==> src/rtl/cpu_defs.sv <==
// Shared CPU definitions: reset/exception vectors and decode PC-source encodings.
package cpu_defs;

  localparam logic [31:0] RESET_PC = 32'hBFC00000;
  localparam logic [31:0] EXC_PC   = 32'hBFC00380;

  typedef enum logic [1:0] {
    PCSRC_SEQ = 2'b00,
    PCSRC_BR  = 2'b01,
    PCSRC_J   = 2'b10
  } pcsrc_e;

endpackage

==> src/rtl/fetch_next_pc.sv <==
// Next-PC priority mux: exception > eret > taken redirect (live or pending) > PC+4.
module fetch_next_pc
  import cpu_defs::*;
(
  input  logic [31:0] i_if_pc,
  input  logic [31:0] i_epc,
  input  logic [31:0] i_br_target,
  input  logic [31:0] i_j_target,
  input  logic [31:0] i_jr_target,
  input  logic [31:0] i_pend_target,
  input  logic        i_ex,
  input  logic        i_eret,
  input  logic        i_handoff,
  input  logic        i_live_sel,
  input  logic        i_jsrc,
  input  logic        i_ds_pending,
  input  logic [1:0]  i_pcsrc,
  output logic [31:0] o_next_pc,
  output logic [31:0] o_live_target,
  output logic        o_live_taken
);

  pcsrc_e      w_pcsrc;
  logic        w_taken;
  logic [31:0] w_target;
  logic [31:0] w_seq_pc;

  assign w_pcsrc  = pcsrc_e'(i_pcsrc);
  assign w_seq_pc = i_if_pc + 32'd4;

  // Decode-side redirect as currently presented by decode
  always_comb begin
    o_live_taken  = 1'b0;
    o_live_target = w_seq_pc;
    if (w_pcsrc == PCSRC_BR) begin
      o_live_taken  = 1'b1;
      o_live_target = i_br_target;
    end else if (w_pcsrc == PCSRC_J) begin
      o_live_taken  = 1'b1;
      o_live_target = i_jsrc ? i_jr_target : i_j_target;
    end
  end

  // Redirect only steers the request that hands the delay slot to decode
  always_comb begin
    w_taken  = i_live_sel ? o_live_taken  : i_ds_pending;
    w_target = i_live_sel ? o_live_target : i_pend_target;
    if (i_ex)
      o_next_pc = EXC_PC;
    else if (i_eret)
      o_next_pc = i_epc;
    else if (i_handoff && w_taken)
      o_next_pc = w_target;
    else
      o_next_pc = w_seq_pc;
  end

endmodule

==> src/rtl/fetch_stage.sv <==
// MIPS instruction-fetch stage: PC, SRAM request, stall buffer, IF/ID registers.
// Optional macro FETCH_ADEL_EN: suppress misaligned fetches and hand a nop with AdEL set.
module fetch_stage
  import cpu_defs::*;
(
  input  logic        clk,
  input  logic        rst,
  output logic        inst_sram_en,
  output logic [31:0] inst_sram_addr,
  input  logic [31:0] inst_sram_rdata,
  input  logic        JSrc,
  input  logic [1:0]  PCSrc,
  input  logic [31:0] J_target_ID,
  input  logic [31:0] JR_target_ID,
  input  logic [31:0] Br_target_ID,
  input  logic        is_j_or_br_ID,
  input  logic        decode_stage_valid,
  input  logic        de_to_exe_valid,
  input  logic        exe_allowin,
  input  logic        decode_allowin,
  input  logic        ex_int_handling,
  input  logic        eret_handling,
  input  logic [31:0] epc,
  output logic        fe_to_de_valid,
  output logic [31:0] Inst_IF_ID,
  output logic [31:0] PC_IF_ID,
  output logic [31:0] PC_add_4_IF_ID,
  output logic        PC_AdEL_IF_ID,
  output logic        DSI_IF_ID
);

  logic [31:0] r_if_pc;
  logic        r_if_valid;
  logic [31:0] r_inst_buf;
  logic        r_buf_valid;
  logic        r_req_d;
  logic        r_ds_pending;
  logic [31:0] r_pend_target;

  logic        w_flush;
  logic        w_if_allowin;
  logic        w_handoff;
  logic        w_req;
  logic        w_live_sel;
  logic        w_live_taken;
  logic [31:0] w_live_target;
  logic [31:0] w_next_pc;
  logic [31:0] w_inst;
  logic        w_if_adel;

  assign w_flush      = ex_int_handling || eret_handling;
  assign w_if_allowin = !r_if_valid || decode_allowin;
  assign w_handoff    = r_if_valid && decode_allowin && !w_flush;
  assign w_req        = w_if_allowin || w_flush;
  assign w_live_sel   = decode_stage_valid && (PCSrc != 2'b00);

  fetch_next_pc u_next_pc (
    .i_if_pc       (r_if_pc),
    .i_epc         (epc),
    .i_br_target   (Br_target_ID),
    .i_j_target    (J_target_ID),
    .i_jr_target   (JR_target_ID),
    .i_pend_target (r_pend_target),
    .i_ex          (ex_int_handling),
    .i_eret        (eret_handling),
    .i_handoff     (w_handoff),
    .i_live_sel    (w_live_sel),
    .i_jsrc        (JSrc),
    .i_ds_pending  (r_ds_pending),
    .i_pcsrc       (PCSrc),
    .o_next_pc     (w_next_pc),
    .o_live_target (w_live_target),
    .o_live_taken  (w_live_taken)
  );

  assign fe_to_de_valid = r_if_valid;
  assign inst_sram_addr = w_next_pc;

`ifdef FETCH_ADEL_EN
  assign w_if_adel    = (r_if_pc[1:0] != 2'b00);
  assign inst_sram_en = w_req && (w_next_pc[1:0] == 2'b00);
  assign w_inst       = w_if_adel ? '0 : (r_buf_valid ? r_inst_buf : inst_sram_rdata);
`else
  assign w_if_adel    = 1'b0;
  assign inst_sram_en = w_req;
  assign w_inst       = r_buf_valid ? r_inst_buf : inst_sram_rdata;
`endif

  // IF state: PC/valid, response buffer across stalls, pending redirect
  always_ff @(posedge clk or posedge rst) begin
    if (rst) begin
      r_if_pc       <= RESET_PC - 32'd4;
      r_if_valid    <= 1'b0;
      r_inst_buf    <= '0;
      r_buf_valid   <= 1'b0;
      r_req_d       <= 1'b0;
      r_ds_pending  <= 1'b0;
      r_pend_target <= '0;
    end else begin
      if (w_req) begin
        r_if_pc    <= w_next_pc;
        r_if_valid <= 1'b1;
      end else if (w_handoff) begin
        r_if_valid <= 1'b0;
      end
      r_req_d <= w_req;

      if (w_flush || w_handoff) begin
        r_buf_valid <= 1'b0;
      end else if (r_req_d) begin
        r_buf_valid <= 1'b1;
        r_inst_buf  <= inst_sram_rdata;
      end

      // A branch leaving decode before its delay slot was handed keeps its
      // redirect here until that delay slot is handed over.
      if (w_flush || w_handoff) begin
        r_ds_pending <= 1'b0;
      end else if (de_to_exe_valid && exe_allowin && w_live_sel && w_live_taken) begin
        r_ds_pending  <= 1'b1;
        r_pend_target <= w_live_target;
      end
    end
  end

  // IF/ID registers load on handoff
  always_ff @(posedge clk or posedge rst) begin
    if (rst) begin
      Inst_IF_ID     <= '0;
      PC_IF_ID       <= '0;
      PC_add_4_IF_ID <= '0;
      PC_AdEL_IF_ID  <= 1'b0;
      DSI_IF_ID      <= 1'b0;
    end else if (w_handoff) begin
      Inst_IF_ID     <= w_inst;
      PC_IF_ID       <= r_if_pc;
      PC_add_4_IF_ID <= r_if_pc + 32'd4;
      PC_AdEL_IF_ID  <= w_if_adel;
      DSI_IF_ID      <= (decode_stage_valid && is_j_or_br_ID) || r_ds_pending;
    end
  end

endmodule

==> config.mk <==
export PLATFORM = sky130hd
export DESIGN_NAME = fetch_stage
export DESIGN_NICKNAME = d
export VERILOG_FILES = /design/src/rtl/cpu_defs.sv /design/src/rtl/fetch_next_pc.sv /design/src/rtl/fetch_stage.sv
export SDC_FILE = /design/constraint.sdc
export NUM_CORES = 1
export LEC_CHECK = 0
export BUFFER_PORTS_ARGS = -buffer_cell sky130_fd_sc_hd__buf_4
export CAP_MARGIN = 20
export CORE_MARGIN = 4
export CORE_UTILIZATION = 49
export CTS_BUF_LIST = sky130_fd_sc_hd__clkbuf_4 sky130_fd_sc_hd__clkbuf_8
export CTS_CLUSTER_SIZE = 24
export DETAILED_ROUTE_END_ITERATION = 6
export PLACE_DENSITY = 0.79
export RECOVER_POWER = 100
export SETUP_SLACK_MARGIN = 0.05
export SYNTH_ARGS = -nofsm -noshare
export SYNTH_HDL_FRONTEND = slang
export SYNTH_SLANG_ARGS = --single-unit
==> constraint.sdc <==
create_clock -name clk -period 5.9 [get_ports clk]
set_clock_uncertainty 0.1 [all_clocks]
set_input_delay 0.295 -clock clk [delete_from_list [all_inputs] [get_ports clk]]
set_output_delay 0.295 -clock clk [all_outputs]
set_load 0.005 [all_outputs]
==> results.sh, run 1 <==
export IMPL_status="complete, but fails checks"
export IMPL_failed_checks="max-capacitance violations, max-slew violations"
export IMPL_postSynthAreaPerCell_um2=9.100
export IMPL_rsz0062_at_grt="no"
export IMPL_pre_cts_ws_ps=2167
export IMPL_vias=10500
export IMPL_antenna_left=0
export IMPL_finalHoldViolCount=0
export IMPL_grt_pass1_wl_um=60390
export IMPL_grt_overflow=0
export IMPL_async_reset_ff_share_pct=100.0
export IMPL_io_pins=304
export IMPL_core_area_um2=21220
export IMPL_syn_inst=1175
export IMPL_cts_resized=0
export IMPL_power_density_nw_per_um2=261.6
export IMPL_fp_dieW_um=155.7
export IMPL_wl_per_cell_um=22.71
export IMPL_setup_slack_ps=1258
export IMPL_fill_cells=1878
export IMPL_num_rows=53
export IMPL_cts_buffers=17
export IMPL_drive_above_1_share_pct=27.13
export IMPL_seq_area_frac_synth_pct=45.96
export IMPL_setup_viol=0
export IMPL_cap_violations=6
export IMPL_die_area_um2=24250
export IMPL_drcViolationCount=0
export IMPL_mappedNetlistNets=1351
export IMPL_fmax_ghz=0.2154
export IMPL_start_util_pct=50.39
export IMPL_synth_simple_area_share_pct=18.94
export IMPL_worst_pin_slew_ps=3498
export IMPL_startpoint_type="input port"
export IMPL_antenna_found_initial=0
export IMPL_slew_headroom_pct=-133.2
export IMPL_grt_pass1_vias=10540
export IMPL_diodes=0
export IMPL_cts_tree="yes"
export IMPL_synthXorXnorAreaFrac_pct=2.048
export IMPL_ir_drop_mv=0.1527
export IMPL_hold_start="Br_target_ID[2]"
export IMPL_drt_iter0_markers=1090
export IMPL_cts_hold_buf=35
export IMPL_clock_latency_ps=490
export IMPL_viasPerCell=6.028
export IMPL_crit_path_start="PCSrc[1]"
export IMPL_first_pass_iters=6
export IMPL_crit_slowest_cell="clkbuf_1"
export IMPL_setup_tns_ps=0
export IMPL_crit_chain="clkbuf_4 -> inv_1 -> ha_2 -> clkbuf_1 -> nand2b_1 -> o22ai_1 -> nand2_1 -> o21ai_0 -> a221oi_1 -> buf_4"
export IMPL_fin_crit_sh_pct=78.68
export IMPL_fin_nets=1630
export IMPL_crit_type="input port to output pin"
export IMPL_r2r_start="fe_to_de_valid$_DFFE_PP0P_"
export IMPL_hold_class="input port to flop"
export IMPL_hpwl_um=28180
export IMPL_synthMuxAreaShare_pct=11.17
export IMPL_arrival_ps=4250
export IMPL_slowest_delay_ps=1270
export IMPL_path_max_fanout=37
export IMPL_synth_cell_types=73
export IMPL_synth_compound_area_share_pct=17.36
export IMPL_htree_levels=4
export IMPL_drv_slew=385
export IMPL_yosysWarnings=0
export IMPL_regArea_um2=4916
export IMPL_p_total_w=0.003543
export IMPL_cts_buffer_depth=2
export IMPL_utilization_pct=63.83
export IMPL_period_needed_ps=4642
export IMPL_synth_top_family_by_area="simple AND/OR/NAND/NOR gates"
export IMPL_portBuffers=302
export IMPL_synth_fa_ha_area_share_pct=0.4681
export IMPL_clkTransAtPathRegs_ps=110
export IMPL_power_leakage_nw=6.053
export IMPL_ctsRootBufferMaster="clkbuf_8"
export IMPL_grt_total_usage_pct=32.22
export IMPL_ys_seq_elements=195
export IMPL_grt_max_degree=136
export IMPL_syn_cell_area_um2=10690
export IMPL_crit_required_ps=5510
export IMPL_end_kind="output pin"
export IMPL_cts_sinks=195
export IMPL_die_y_um=155.7
export IMPL_synthFlopType="dfrtp_1"
export IMPL_synth_edf_count=0
export IMPL_area_growth_pct=26.67
export IMPL_cts_setup_buffers=0
export IMPL_multi_input_area_um2=5291
export IMPL_gp_congestion=0.9742
export IMPL_finalWirelength_um=39560
[cell families (layout without fill, tap and decap cells)]
family	Yosys count	in the layout
buf+inv	102	394
fa+ha+maj	4	4
compound gates	292	292
flops	195	195
simple gates	442	442
mux	113	113
other cells	2	2
xor+xnor	25	25
[where the power goes]
| group | total (W) | internal (W) | leakage, nW | switching, W |
|---|---|---|---|---|
| Combinational | 0.000876 | 0.000431 | 3.52 | 0.000445 |
| Sequential | 0.00177 | 0.00158 | 2.34 | 0.000185 |
| Clock | 0.000899 | 0.000365 | 0.198 | 0.000534 |
| Total | 0.00354 | 0.00238 | 6.05 | 0.00116 |
[worst paths after layout]
path                       cells after the start  slack [ps]                       endpoint
setup / recovery                              10        1260             inst_sram_addr[15]
setup reg to reg                               3        1300     Inst_IF_ID[15]$_DFFE_PP0P_
hold / removal                                 3          20   r_pend_target[2]$_DFFE_PP0P_
min in group asynchronous                      3        1160       PC_IF_ID[16]$_DFFE_PP0P_
hold reg to reg                                2         380       PC_IF_ID[28]$_DFFE_PP0P_
max in group asynchronous                      4        1880  r_pend_target[12]$_DFFE_PP0P_
[sequential cells by signal (all words and copies together) (netlist names)]
register / flops
r_pend_target: 32
DSI_IF_ID: 1
r_if_pc: 32
r_ds_pending: 1
Inst_IF_ID: 32
fe_to_de_valid: 1
r_req_d: 1
PC_IF_ID: 32
PC_add_4_IF_ID: 30
r_buf_valid: 1
r_inst_buf: 32
[layout by cell type (no fill, tap or decap), types with 35 or more instances in the layout]
cell,instances
a21oi_1,88
nand2_1,233
dfrtp_1,166
o21ai_0,68
nor2_1,103
clkbuf_1,43
mux2_2,49
dlygate4sd3_1,35
mux2i_1,62
buf_4,183
clkbuf_4,89
[area by class of cell]
type | instances | share of cell area [%]
Multi-Input combinational cell | 878 | 39.07
Clock inverter | 13 | 1.016
Timing Repair Buffer | 351 | 18.86
Clock buffer | 19 | 1.885
Tap cell | 275 | 2.540
Inverter | 11 | 0.3326
Sequential cell | 195 | 36.30
[critical path, delay by kind of cell]
family                     cells  cell delay, ps
and+or+nand+nor                2             910
adders and majority gates      1             370
AOI/OAI and AO/OA              3             980
buffers and inverters          4            1680
[synthesized netlist by cell type (all sizes together) (4+ instances only)]
cell type    n  area share, %
nand2      233            8.2
dfrtp      167             39
nor2       105            3.7
a21oi       88            4.1
o21ai       73            3.4
clkbuf      62            2.2
mux2i       62            5.8
mux2        51            5.4
buf         29            1.4
dfstp       28            6.9
nand3       27            1.4
a211oi      20            1.4
nor3        15           0.75
xnor2       14            1.1
a31oi       13           0.76
nor4        13            1.5
o21a        13           0.91
o31ai       13           0.91
o211ai      11           0.77
xor2        11           0.90
inv         10           0.35
nand4       10           0.78
a221oi       9           0.91
a21o         8           0.56
and2         8           0.47
nor2b        7           0.41
o221ai       7           0.63
and4         6           0.54
o22ai        5           0.29
o41ai        5           0.41
and3         4           0.23
ha           4           0.47
nand2b       4           0.23
[per-stage QoR]
step	instances	instance area (um2)	hold WS, ps
after CTS	1742	13810	9.367
final	1742	13540	17.95
after global routing	1742	13540	24.23
after detailed placement	1675	13060	363.4
after floorplan	1175	10690	339.4
after global placement	1675	13060	352.7
[per-layer routing]
layer	part of all wire [%]	GRT usage [%]	vias to the layer above	routed length, um
met2	46	51.38	643	18390
met4	4.7	13.46	0	1854
met1	40	43.16	5052	15740
met5	0	0	-	0
li1	-	-	4690	-
met3	9.0	6.546	116	3577
No activity file was read; power rests on OpenSTA's default activity.
==> run 2: changes to the inputs <==
- CORE_UTILIZATION: 49 -> 54
- PLACE_DENSITY: 0.79 -> 0.82
- clock period: 5.9 -> 4.6 ns (I/O delays scaled with it)
==> run 2 against run 1 <==
The flow still finishes with violations (max-capacitance violations, max-slew violations). First-iteration DRC count fell by 2.8%. Worst hold slack worse by 6.5 ps. Non-clock buffer count is 21 higher. Clock-buffer cell count is the same. Design area is 1.5% higher. Setup slack worse by 800 ps. Critical path type is now flop to output pin.
==> results.sh, run 2 (synthesized netlist as in run 1, its figures left out) <==
export IMPL_fill_cells=1511
export IMPL_failed_checks="max-capacitance violations, max-slew violations"
export IMPL_fp_dieW_um=148.7
export IMPL_grt_overflow=0
export IMPL_slew_headroom_pct=-29.00
export IMPL_grt_max_degree=170
export IMPL_cts_sinks=195
export IMPL_p_total_w=0.004577
export IMPL_hold_ws_ps=11.44
export IMPL_status="complete, but fails checks"
export IMPL_cts_buffer_depth=2
export IMPL_drt_iter0_markers=1060
export IMPL_htree_levels=4
export IMPL_drive_above_1_share_pct=26.55
export IMPL_viasPerCell=6.058
export IMPL_hold_class="input port to flop"
export IMPL_startpoint_type="flop"
export IMPL_crit_required_ps=4270
export IMPL_drv_slew=33
export IMPL_wl_per_cell_um=21.93
export IMPL_drcViolationCount=0
export IMPL_finalWirelength_um=38440
export IMPL_grt_pass1_vias=10620
export IMPL_final_cell_mix="232 x nand2_1, 184 x buf_4, 166 x dfrtp_1"
export IMPL_die_area_um2=22120
export IMPL_ctsRootBufferMaster="clkbuf_8"
export IMPL_path_max_fanout=12
export IMPL_finalNonFillerCells=1753
export IMPL_clkTransAtPathRegs_ps=120
export IMPL_fin_crit_sh_pct=90.03
export IMPL_first_pass_iters=7
export IMPL_die_y_um=148.7
export IMPL_gp_congestion=0.9705
export IMPL_portBuffers=302
export IMPL_area_growth_pct=28.52
export IMPL_cts_setup_buffers=0
export IMPL_setup_tns_ps=0
export IMPL_layout_commonest_cell="nand2_1"
export IMPL_antenna_found_initial=0
export IMPL_cts_buffers=17
export IMPL_fmax_ghz=0.2415
export IMPL_cap_violations=1
export IMPL_rsz0062_at_grt="no"
export IMPL_cts_resized=0
export IMPL_io_pins=304
export IMPL_core_area_um2=19460
export IMPL_place_inst=1667
export IMPL_worst_pin_slew_ps=1935
export IMPL_grt_total_usage_pct=34.61
export IMPL_setup_viol=0
export IMPL_finalHoldViolCount=0
export IMPL_diodes=0
export IMPL_crit_type="flop to output pin"
export IMPL_power_leakage_nw=6.139
export IMPL_fin_nets=1651
export IMPL_arrival_ps=3810
export IMPL_power_density_nw_per_um2=333.0
export IMPL_grt_pass1_wl_um=59080
export IMPL_start_util_pct=54.94
export IMPL_utilization_pct=70.61
export IMPL_num_rows=51
export IMPL_hpwl_um=27010
export IMPL_ir_drop_mv=0.1963
export IMPL_vias=10620
export IMPL_clock_latency_ps=500
export IMPL_period_needed_ps=4141
export IMPL_antenna_left=0
export IMPL_cts_tree="yes"
export IMPL_end_kind="output pin"
run 2: power breakdown:
part	internal [W]	switching (W)
Combinational	0.000561	0.000575
Clock	0.000488	0.000698
Sequential	0.00203	0.000225
run 2: layout make-up:
| type | instances | area, um2 | share of cell area (%) |
|---|---|---|---|
| Clock buffer | 19 | 261.5 | 1.903 |
| Clock inverter | 13 | 166.4 | 1.211 |
| Inverter | 11 | 42.54 | 0.3096 |
| Multi-Input combinational cell | 878 | 5264 | 38.30 |
| Sequential cell | 195 | 4916 | 35.77 |
| Tap cell | 265 | 331.6 | 2.413 |
| Timing Repair Buffer | 372 | 2760 | 20.09 |
run 2: per-stage QoR:
step / area [um2] / setup slack, ps
3_5_place_dp: 13070 / 1107
5_1_grt: 13740 / 390.0
3_3_place_gp: 13070 / 1319
6_report: 13740 / 458.8
2_1_floorplan: 10700 / 1774
4_1_cts: 14040 / 1050
run 2: critical path: stages, from the launching register on:
cell	delay, ps
dfstp_1	770
and4_1	340
nand4_1	550
nor4_1	840
xnor2_1	270
o221ai_1	360
buf_4	180
run 2: metal layers:
layer / wire (um) / vias up / track usage, % / part of all wire, %
li1: - / 4751 / - / -
met1: 14260 / 5053 / 43.79 / 37
met2: 18080 / 675 / 55.33 / 47
met3: 4010 / 140 / 8.410 / 10
met4: 2086 / 0 / 18.06 / 5.4
met5: 0 / - / 0 / 0
run 2: worst paths after layout:
kind	startpoint	end	slack, ps	cells past startpoint
max	r_if_pc[9]$_DFFE_PP1P_	inst_sram_addr[27]	460	6
min	Br_target_ID[12]	r_pend_target[12]$_DFFE_PP0P_	10	4
max in group asynchronous	rst	r_pend_target[21]$_DFFE_PP0P_	2480	4
min in group asynchronous	rst	Inst_IF_ID[27]$_DFFE_PP0P_	440	3
max reg2reg	r_if_pc[9]$_DFFE_PP1P_	r_if_pc[27]$_DFFE_PP1P_	1060	6
min reg2reg	PC_IF_ID[21]$_DFFE_PP0P_	PC_IF_ID[21]$_DFFE_PP0P_	380	2
run 2: repair_timing:
item                                    CTS  global route
hold endpoints to repair                111             0
hold buffers                             54             0
endpoints found under the setup margin    0             0
